===== src/rtl/team_06_fsm_pkg.sv =====
// team_06_fsm shared types and defaults
// voice-path control FSM package
package team_06_fsm_pkg;

  typedef enum logic [1:0] {
    IDLE   = 2'd0,
    TALK   = 2'd1,
    LISTEN = 2'd2,
    MUTED  = 2'd3
  } state_t;

  localparam logic [7:0] NG_THRESHOLD_DEF = 8'd64;
  localparam int         NUM_EFFECTS_DEF  = 5;

endpackage


===== src/rtl/team_06_edge_detect.sv =====
// team_06_edge_detect
// 1-bit rising-edge detector, one previous-sample register
module team_06_edge_detect (
  input  logic clk,
  input  logic rst,
  input  logic din,
  output logic rise
);

  logic prev_q;

  // remember last sampled level of the button
  always_ff @(posedge clk or negedge rst) begin
    if (!rst) prev_q <= 1'b0;
    else      prev_q <= din;
  end

  assign rise = din & ~prev_q;

endmodule


===== src/rtl/team_06_fsm.sv =====
// team_06_fsm
// talk/listen/mute control FSM with noise gate and effect select
module team_06_fsm
  import team_06_fsm_pkg::*;
#(
  parameter logic [7:0] NG_THRESHOLD = NG_THRESHOLD_DEF,
  parameter int         NUM_EFFECTS  = NUM_EFFECTS_DEF
) (
  input  logic       clk,
  input  logic       rst,
  input  logic [7:0] mic_aud,
  input  logic [7:0] spk_aud,
  input  logic       ng_en,
  input  logic       ptt_en,
  input  logic       effect,
  input  logic       mute,
  output logic [1:0] state,
  output logic       eff_en,
  output logic       vol_en,
  output logic [2:0] current_effect,
  output logic       mute_tog,
  output logic       noise_gate_tog
);

  localparam logic [2:0] EFF_LAST = 3'(NUM_EFFECTS - 1);

  state_t state_q;
  state_t state_d;
  logic   ng_rise;
  logic   eff_rise;
  logic   mute_rise;
  logic   mic_valid;

  team_06_edge_detect u_ng_ed (
    .clk  (clk),
    .rst  (rst),
    .din  (ng_en),
    .rise (ng_rise)
  );

  team_06_edge_detect u_eff_ed (
    .clk  (clk),
    .rst  (rst),
    .din  (effect),
    .rise (eff_rise)
  );

  team_06_edge_detect u_mute_ed (
    .clk  (clk),
    .rst  (rst),
    .din  (mute),
    .rise (mute_rise)
  );

  // toggle flags on their button edges
  always_ff @(posedge clk or negedge rst) begin
    if (!rst) begin
      mute_tog       <= 1'b0;
      noise_gate_tog <= 1'b0;
    end else begin
      if (mute_rise) mute_tog <= ~mute_tog;
      if (ng_rise)   noise_gate_tog <= ~noise_gate_tog;
    end
  end

  // effect slot advances in any state, wraps to slot 0
  always_ff @(posedge clk or negedge rst) begin
    if (!rst) begin
      current_effect <= 3'd0;
    end else if (eff_rise) begin
      if (current_effect == EFF_LAST)
        current_effect <= 3'd0;
      else
        current_effect <= current_effect + 3'd1;
    end
  end

  assign mic_valid = ~noise_gate_tog
                   | (mic_aud >= NG_THRESHOLD);

  // state register
  always_ff @(posedge clk or negedge rst) begin
    if (!rst) state_q <= IDLE;
    else      state_q <= state_d;
  end

  // next state: mute, then talk, then listen
  always_comb begin
    state_d = IDLE;
    if (mute_tog)
      state_d = MUTED;
    else if (ptt_en && mic_valid)
      state_d = TALK;
    else if (spk_aud != 8'd0)
      state_d = LISTEN;
  end

  // Moore outputs decoded from registered state
  always_comb begin
    eff_en = 1'b0;
    vol_en = 1'b0;
    unique case (state_q)
      TALK:   eff_en = (current_effect != 3'd0);
      LISTEN: vol_en = 1'b1;
      default: ;
    endcase
  end

  assign state = state_q;

endmodule


===== config.mk =====
export PLATFORM = sky130hd
export DESIGN_NAME = team_06_fsm
export DESIGN_NICKNAME = d
export VERILOG_FILES = /design/src/rtl/team_06_fsm_pkg.sv /design/src/rtl/team_06_edge_detect.sv /design/src/rtl/team_06_fsm.sv
export SDC_FILE = /design/constraint.sdc
export NUM_CORES = 1
export LEC_CHECK = 0
export CAP_MARGIN = 10
export CORE_AREA = 2 2 39 41
export DETAILED_ROUTE_END_ITERATION = 6
export DIE_AREA = 0 0 41 43
export PLACE_DENSITY = 0.77
export SETUP_SLACK_MARGIN = 0.05
export SLEW_MARGIN = 0
export SYNTH_ARGS = -nofsm -noshare
export SYNTH_HDL_FRONTEND = slang
export SYNTH_SLANG_ARGS = --single-unit
export TNS_END_PERCENT = 10

===== constraint.sdc =====
create_clock -name clk -period 2.9 [get_ports clk]
set_clock_uncertainty 0.05 [all_clocks]
set_input_delay 0.58 -clock clk [delete_from_list [all_inputs] [get_ports clk]]
set_output_delay 0.58 -clock clk [all_outputs]
set_load 0.03 [all_outputs]

Word-level counts from Yosys, hierarchy flattened
Index checks and enable logic that the tools add are counted.
W data, S select, Z words.
- add/sub/neg operators: 1
- $mul: 0
- div/mod/pow operators: 0
- magnitude comparators: 1
- eq/ne operators: 3
- shifts and indexed selects: 0
- muxes and demuxes: 6
- bitwise gates (word level): 9
- reductions and logical operators: 3
- operators with widths (cell ; number):
    $ge A8 B7 Y1 const B ; 1
    $reduce_bool A8 Y1 ; 1
    $mux W2 ; 3
    $not A1 Y1 ; 5
    $add A3 B1 Y3 const B ; 1
    $and A1 B1 Y1 ; 3
    $eq A3 B3 Y1 const B ; 1
    $mux W3 ; 1
    $reduce_bool A3 Y1 ; 1
    $eq A2 B1 Y1 const B ; 1
    $eq A2 B2 Y1 const B ; 1
    $mux W1 ; 2
    $logic_and A1 B1 Y1 ; 1
    $or A1 B1 Y1 ; 1
- flip-flop bits (word level): 10
- latch bits: 0
- bits in writable memories: 0
- memory bits (read-only): 0
- input bits: 22
- output and inout port bits: 9
- word-level logic and storage cells: 30
- memories kept: 0

Logic depth before layout (Yosys ltp)
Gate-level depths: netlist (run 1).
- word-level depth: 5
- depth in mapped cells: 5
- depth with buffers taken out: 5

By module
Synthesis (run 1) repeated with hierarchy kept, for this count alone.
- cell total of the unflattened synthesis: 38
- area total of the unflattened synthesis: 456.7 µm²
- by module, submodules not included (module ; instances ; cells each ; area each (µm²) ; sequential area each (µm²)):
    team_06_fsm ; 1 ; 32 ; 340.3 ; 175.2
    team_06_edge_detect ; 3 ; 2 ; 38.8 ; 25.0

Worst setup path before layout (run 1)
OpenSTA, ideal clock, no wires.
- path kind: reg2out
- start: register current_effect[0]
- end: output eff_en
- arrival: 1.705 ns
- required time: 2.270 ns
- slack: 0.565 ns
- stages on the path, launching flop included: 5
- path buffers: 0
- path through: dfrtp_1 inv_1 ha_1 nor2b_1 nor3b_1
- word-level cells in the longest chain between the ends: 2
- ends and longest elaborated chain (element ; line ; RTL):
    start, declared ; team_06_fsm.sv:20 ; output logic [2:0] current_effect,
    start signal, assigned ; team_06_fsm.sv:74 ; current_effect <= current_effect + 3'd1;
    $reduce_bool A3 Y1 ; team_06_fsm.sv:103 ; TALK: eff_en = (current_effect != 3'd0);
    $mux W1 ; team_06_fsm.sv:102 ; unique case (state_q)
    end, declared ; team_06_fsm.sv:18 ; output logic eff_en,
No other way between the ends.

Worst setup path in the final report (run 1)
- start: register current_effect[1]
- end: output eff_en
Same word-level chain as after synthesis.

==> results of run 1 <==
## synth_stat cells, types with 2 or more instances
cell type  number
ha_1            2
nor4_2          2
nand2b_1        3
dfrtp_1        10
xnor2_1         2
o21ai_0         2
nor2b_1         3
inv_1           3
## worst max-delay path: stages, from the launching register on
cell,delay [ns]
dfrtp_1,0.40
inv_1,0.06
ha_1,0.20
nor2b_1,0.14
nor3b_1,0.17
clkdlybuf4s50_1,0.69
## metrics by stage
| step | cell area, µm² | worst slack (ns) |
|---|---|---|
| detailed placement | 705.7 | 0.6218 |
| global placement | 705.7 | 0.6354 |
| finish | 728.2 | 0.3536 |
| CTS | 728.2 | 0.3236 |
| global route | 728.2 | 0.2335 |
| floorplan | 445.4 | 0.5648 |
## metal layers
metal  vias to the layer above  global-route usage, %
li1                        175                      -
met1                       168                  15.82
met2                        12                  18.13
met3                         2                  4.712
met4                         0                  10.00
met5                         -                      0
## state kept, by name (all words and copies together) (netlist names)
signal            count
state                 2
u_mute_ed.prev_q      1
current_effect        3
noise_gate_tog        1
u_eff_ed.prev_q       1
mute_tog              1
u_ng_ed.prev_q        1
## area by class of cell
type / count / area share, %
clock buffer: 3 / 3.093
inverter: 3 / 1.546
multi-input combinational: 23 / 25.26
sequential: 10 / 34.36
tap: 16 / 2.749
timing repair buffer: 24 / 32.99
## cell families after synthesis
family                     share of synthesized area [%]
buffers and inverters                              2.528
muxes                                              2.528
and+or+nand+nor                                    20.50
adders and majority gates                          5.617
DFF                                                56.18
xor gates and xnor gates                           3.933
AOI/OAI and AO/OA                                  8.708
## how the worst max path moves through the flow
stage                                       start      to  slack, ns  cells after the start
detailed placement  current_effect[1]$_DFFE_PN0P_  eff_en       0.62                      5
floorplan           current_effect[0]$_DFFE_PN0P_  eff_en       0.56                      4
global route        current_effect[1]$_DFFE_PN0P_  eff_en       0.23                      5
global placement    current_effect[0]$_DFFE_PN0P_  eff_en       0.64                      5
CTS                 current_effect[1]$_DFFE_PN0P_  eff_en       0.32                      5
finish              current_effect[1]$_DFFE_PN0P_  eff_en       0.35                      5
## power breakdown
group	leakage, nW	switching (W)	internal (W)
combinational	0.172	0.000159	0.000144
clock	0.0138	0.0000421	0.0000477
sequential	0.116	0.0000331	0.000180
==> impl_metrics.toml, run 1 <==
[status]
status = "finished clean"

[layout]
syn_to_final_growth_pct = 63.48
drive_above_1_share_pct = 11.11
final_util_pct = 52.62
fin_cells = 79
n_antenna_cell = 0
final_cell_mix = "clkdlybuf4s50_1 (24), dfrtp_1 (10)"
seqCellArea_um2 = 250.2
multi_input_comb_area_um2 = 183.9
nNetsFinal = 89
final_common_cell = "clkdlybuf4s50_1"
fill_cells = 134

[timing]
fmax_mhz = 392.7
hold_viol_final = 0
setup_viol = 0
slew_viol_final = 0
worstMarginPinSlew_ns = 0.4310
finalCritPeriodShare_pct = 87.81
relSlewSlack_pct = 71.18
whs_ns = 0.4630
rsz0062_at_grt = "false"
fin_crit_ns = 2.546
fin_tns_setup_ns = 0

[routing]
met3_length_um = 58
vias = 357
highest_layer = "met4"
antenna_left = 0
firstDrtPassIters = 4
drt-total-wl_um = 858
drt-initial-drc-count = 1
avgRoutedWirePerCell_um = 10.86
drcViolationCount = 0
vias_per_cell = 4.519
wl_met1_um = 322
met2_length_um = 469

[worst_hold_path]
min_path_cells = 2
hp-class = "reg -> reg"
hold_end = "mute_tog$_DFFE_PN0P_"
worstHoldStart = "u_mute_ed.prev_q$_DFF_PN0_"

[cts]
post_cts_buffers = 0
holdBufCountCts = 0
clock_sinks = 10
clkSlewWorstSetupHoldPaths_ns = 0.06
post_cts_resized = 0
cts.path.max_buffers = 2
h-tree-depth = 1
cts_buffers = 3
clock_latency_ns = 0.26
cts_tree = "done"
clockRootBuffer = "clkbuf_4"

[run]
cap_violations = 0

[placed_design]
place_congestion = 0.5879
placed_cells = 76
io_buffers = 24

[synthesis]
synth_top_area_cell = "dfrtp_1"
syn_avg_cell_area_um2 = 12.37
syn-num-nets = 60
ys_async_sr_fraction_pct = 100.0
seq_area_frac_synth_pct = 56.18
synth_ff_type = "dfrtp_1"
synth_cell_types = 17
synth_top_cell_area_share_pct = 56.18
synth_cells = 36
synth-edff-count = 0
synthTopCellsByArea = "dfrtp_1 (56%), ha_1 (5.6%), nor4_2 (5.6%), nand2b_1 (4.2%), nor2b_1 (4.2%)"
ys_ff_latch = 10
yosysWarnings = 0
netlist_area_um2 = 445.4

[critical_path]
end_kind = "output port"
critical_path_arrival_ns = 1.92
crit_type = "reg -> out"
worst-r2r-setup-slack_ns = 1.71
r2r-start = "current_effect[0]$_DFFE_PN0P_"
reg2regPathDepth = 4
r2r_end = "current_effect[0]$_DFFE_PN0P_"
start_kind = "flop"
required_ns = 2.27
worstPathMaxFanout = 4

[power_and_ir_drop]
leakage_nw = 0.3016
irDropWorstVdd_v = 0.0003733
power.total_w = 0.0006054
power.density_nw_per_um2 = 831.4

[grt]
grt_start_max_net_pins = 11
grt_pass1_vias = 343
track_usage_pct = 13.14
antenna_found_initial = 0
grt_pass1_wl_um = 1469
overflow = 0

[die]
die_h_um = 43
die-area_um2 = 1763
row_count = 14
core-area_um2 = 1384
fp.dieW_um = 41
initial_utilization_pct = 32.19
io_pins = 31
Power figures use the tool's default switching activity.
==> inputs of run 2 (changes only) <==
--- a/config.mk
+++ b/config.mk
@@ -11,7 +11,7 @@
 export DIE_AREA = 0 0 41 43
 export PLACE_DENSITY = 0.77
 export SETUP_SLACK_MARGIN = 0.05
-export SLEW_MARGIN = 0
+export SLEW_MARGIN = 20
 export SYNTH_ARGS = -nofsm -noshare
 export SYNTH_HDL_FRONTEND = slang
 export SYNTH_SLANG_ARGS = --single-unit
==> results of run 2 <==
No change in the layout: final DEF, timing and power equal those of run 1.
==> inputs of run 3 (changes only) <==
--- a/config.mk
+++ b/config.mk
@@ -9,6 +9,7 @@
 export CORE_AREA = 2 2 39 41
 export DETAILED_ROUTE_END_ITERATION = 6
 export DIE_AREA = 0 0 41 43
+export GPL_TIMING_DRIVEN = 0
 export PLACE_DENSITY = 0.77
 export SETUP_SLACK_MARGIN = 0.05
 export SLEW_MARGIN = 20
==> run 3 against run 2 <==
  * Clock power up 2.9%
  * Final area stayed put
  * Utilization unchanged
  * Non-clock buffer count is the same
  * Via count did not move
  * Critical endpoint unchanged
==> impl_metrics.toml, run 3 (synthesis results as in run 1) <==
[critical_path]
critical_path_arrival_ns = 1.93
worstPathMaxFanout = 4
crit_type = "reg -> out"
start_kind = "flop"
required_ns = 2.27
end_kind = "output port"

[layout]
final_cell_mix = "clkdlybuf4s50_1 (24), dfrtp_1 (10)"
n_antenna_cell = 0
largest_register_ffs = 3
syn_to_final_growth_pct = 63.48
nNetsFinal = 89
fin_cells = 79
multi_input_comb_area_um2 = 183.9
fill_cells = 133
final_common_cell = "clkdlybuf4s50_1"
seqCellArea_um2 = 250.2
largest_register = "current_effect"
finish.instance_area_um2 = 728.2
drive_above_1_share_pct = 11.11

[placed_design]
place_congestion = 0.5889
dp_hpwl_um = 719.9
placed_cells = 76
io_buffers = 24
post_dp_cell_area_um2 = 705.7

[cts]
clockRootBuffer = "clkbuf_4"
holdBufCountCts = 0
cts_tree = "done"
clock_sinks = 10
cts.path.max_buffers = 2
h-tree-depth = 1
post_cts_buffers = 0
post_cts_resized = 0
clock_latency_ns = 0.26
clkSlewWorstSetupHoldPaths_ns = 0.06
cts_buffers = 3

[timing]
finalCritPeriodShare_pct = 88.15
rsz0062_at_grt = "false"
slew_viol_final = 0
worstMarginPinSlew_ns = 0.4333
fin_tns_setup_ns = 0
relSlewSlack_pct = 71.03
setup_viol = 0
fin_crit_ns = 2.556
fmax_mhz = 391.2
hold_viol_final = 0

[die]
die_h_um = 43
fp.dieW_um = 41
row_count = 14
io_pins = 31
initial_utilization_pct = 32.19
die-area_um2 = 1763
core-area_um2 = 1384

[routing]
vias = 357
met3_length_um = 52
drt-initial-drc-count = 4
avgRoutedWirePerCell_um = 10.71
drcViolationCount = 0
drt-total-wl_um = 846
wl_met1_um = 343
highest_layer = "met4"
firstDrtPassIters = 2
met2_length_um = 442
vias_per_cell = 4.519
antenna_left = 0

[power_and_ir_drop]
p_comb_share_pct = 49.6
irDropWorstVdd_v = 0.0003459
netSwitchingFraction_pct = 38.83
p_seq_share_pct = 35.1
p_int_w = 0.0003715
power.density_nw_per_um2 = 833.9
leakage_nw = 0.3016
power_switching_w = 0.0002358
clkPwrFrac_pct = 15.2

[grt]
grt_start_max_net_pins = 11
antenna_found_initial = 0
overflow = 0
grt_pass1_wl_um = 1359
track_usage_pct = 12.14
grt_pass1_vias = 332

[run]
cap_violations = 0

[worst_hold_path]
hp-class = "reg -> reg"

[status]
status = "finished clean"
run 3: final timing paths:
check	start	end	slack (ns)	cells after the start
worst max register to register	current_effect[0]$_DFFE_PN0P_	current_effect[0]$_DFFE_PN0P_	1.70	4
max in group asynchronous	rst	noise_gate_tog$_DFFE_PN0P_	1.93	1
worst min register to register	u_mute_ed.prev_q$_DFF_PN0_	mute_tog$_DFFE_PN0P_	0.47	2
worst max-delay path	current_effect[1]$_DFFE_PN0P_	eff_en	0.34	5
min in group asynchronous	rst	state[0]$_DFF_PN0_	0.58	1
worst min-delay path	u_mute_ed.prev_q$_DFF_PN0_	mute_tog$_DFFE_PN0P_	0.47	2
run 3: power groups by stage:
stage               clock network [W]  registers (W)   logic, W
floorplan                           0       0.000290  0.0000931
global placement                    0       0.000213   0.000296
detailed placement                  0       0.000217   0.000305
CTS                         0.0000961       0.000214   0.000306
global route                 0.000103       0.000220   0.000326
finish                      0.0000924       0.000213   0.000301
run 3: routing by layer:
layer | up-vias | global-route usage [%]
met3 | 2 | 4.712
met2 | 12 | 17.50
li1 | 176 | -
met4 | 0 | 10.00
met1 | 167 | 13.22
met5 | - | 0
run 3: area by class of cell:
cell class	count	area share [%]
clock buffer	3	3.093
inverter	3	1.546
multi-input combinational	23	25.26
sequential	10	34.36
tap	16	2.749
timing repair buffer	24	32.99
run 3: worst max-delay path, stage by stage, from the launching register on:
cell and delay [ns]:
dfrtp_1 0.40, inv_1 0.06, ha_1 0.21, nor2b_1 0.14, nor3b_1 0.17, clkdlybuf4s50_1 0.69
run 3: per-stage QoR:
step / hold WS [ns] / total power, W / setup WS, ns / util (%)
after floorplan: 0.2344 / 0.0003826 / 0.5648 / -
after global placement: 0.4502 / 0.0005096 / 0.6355 / 50.99
after detailed placement: 0.4585 / 0.0005217 / 0.6167 / 50.99
after CTS: 0.4669 / 0.0006159 / 0.3231 / 52.62
after global routing: 0.4845 / 0.0006478 / 0.2464 / 52.62
final: 0.4654 / 0.0006073 / 0.3437 / 52.62
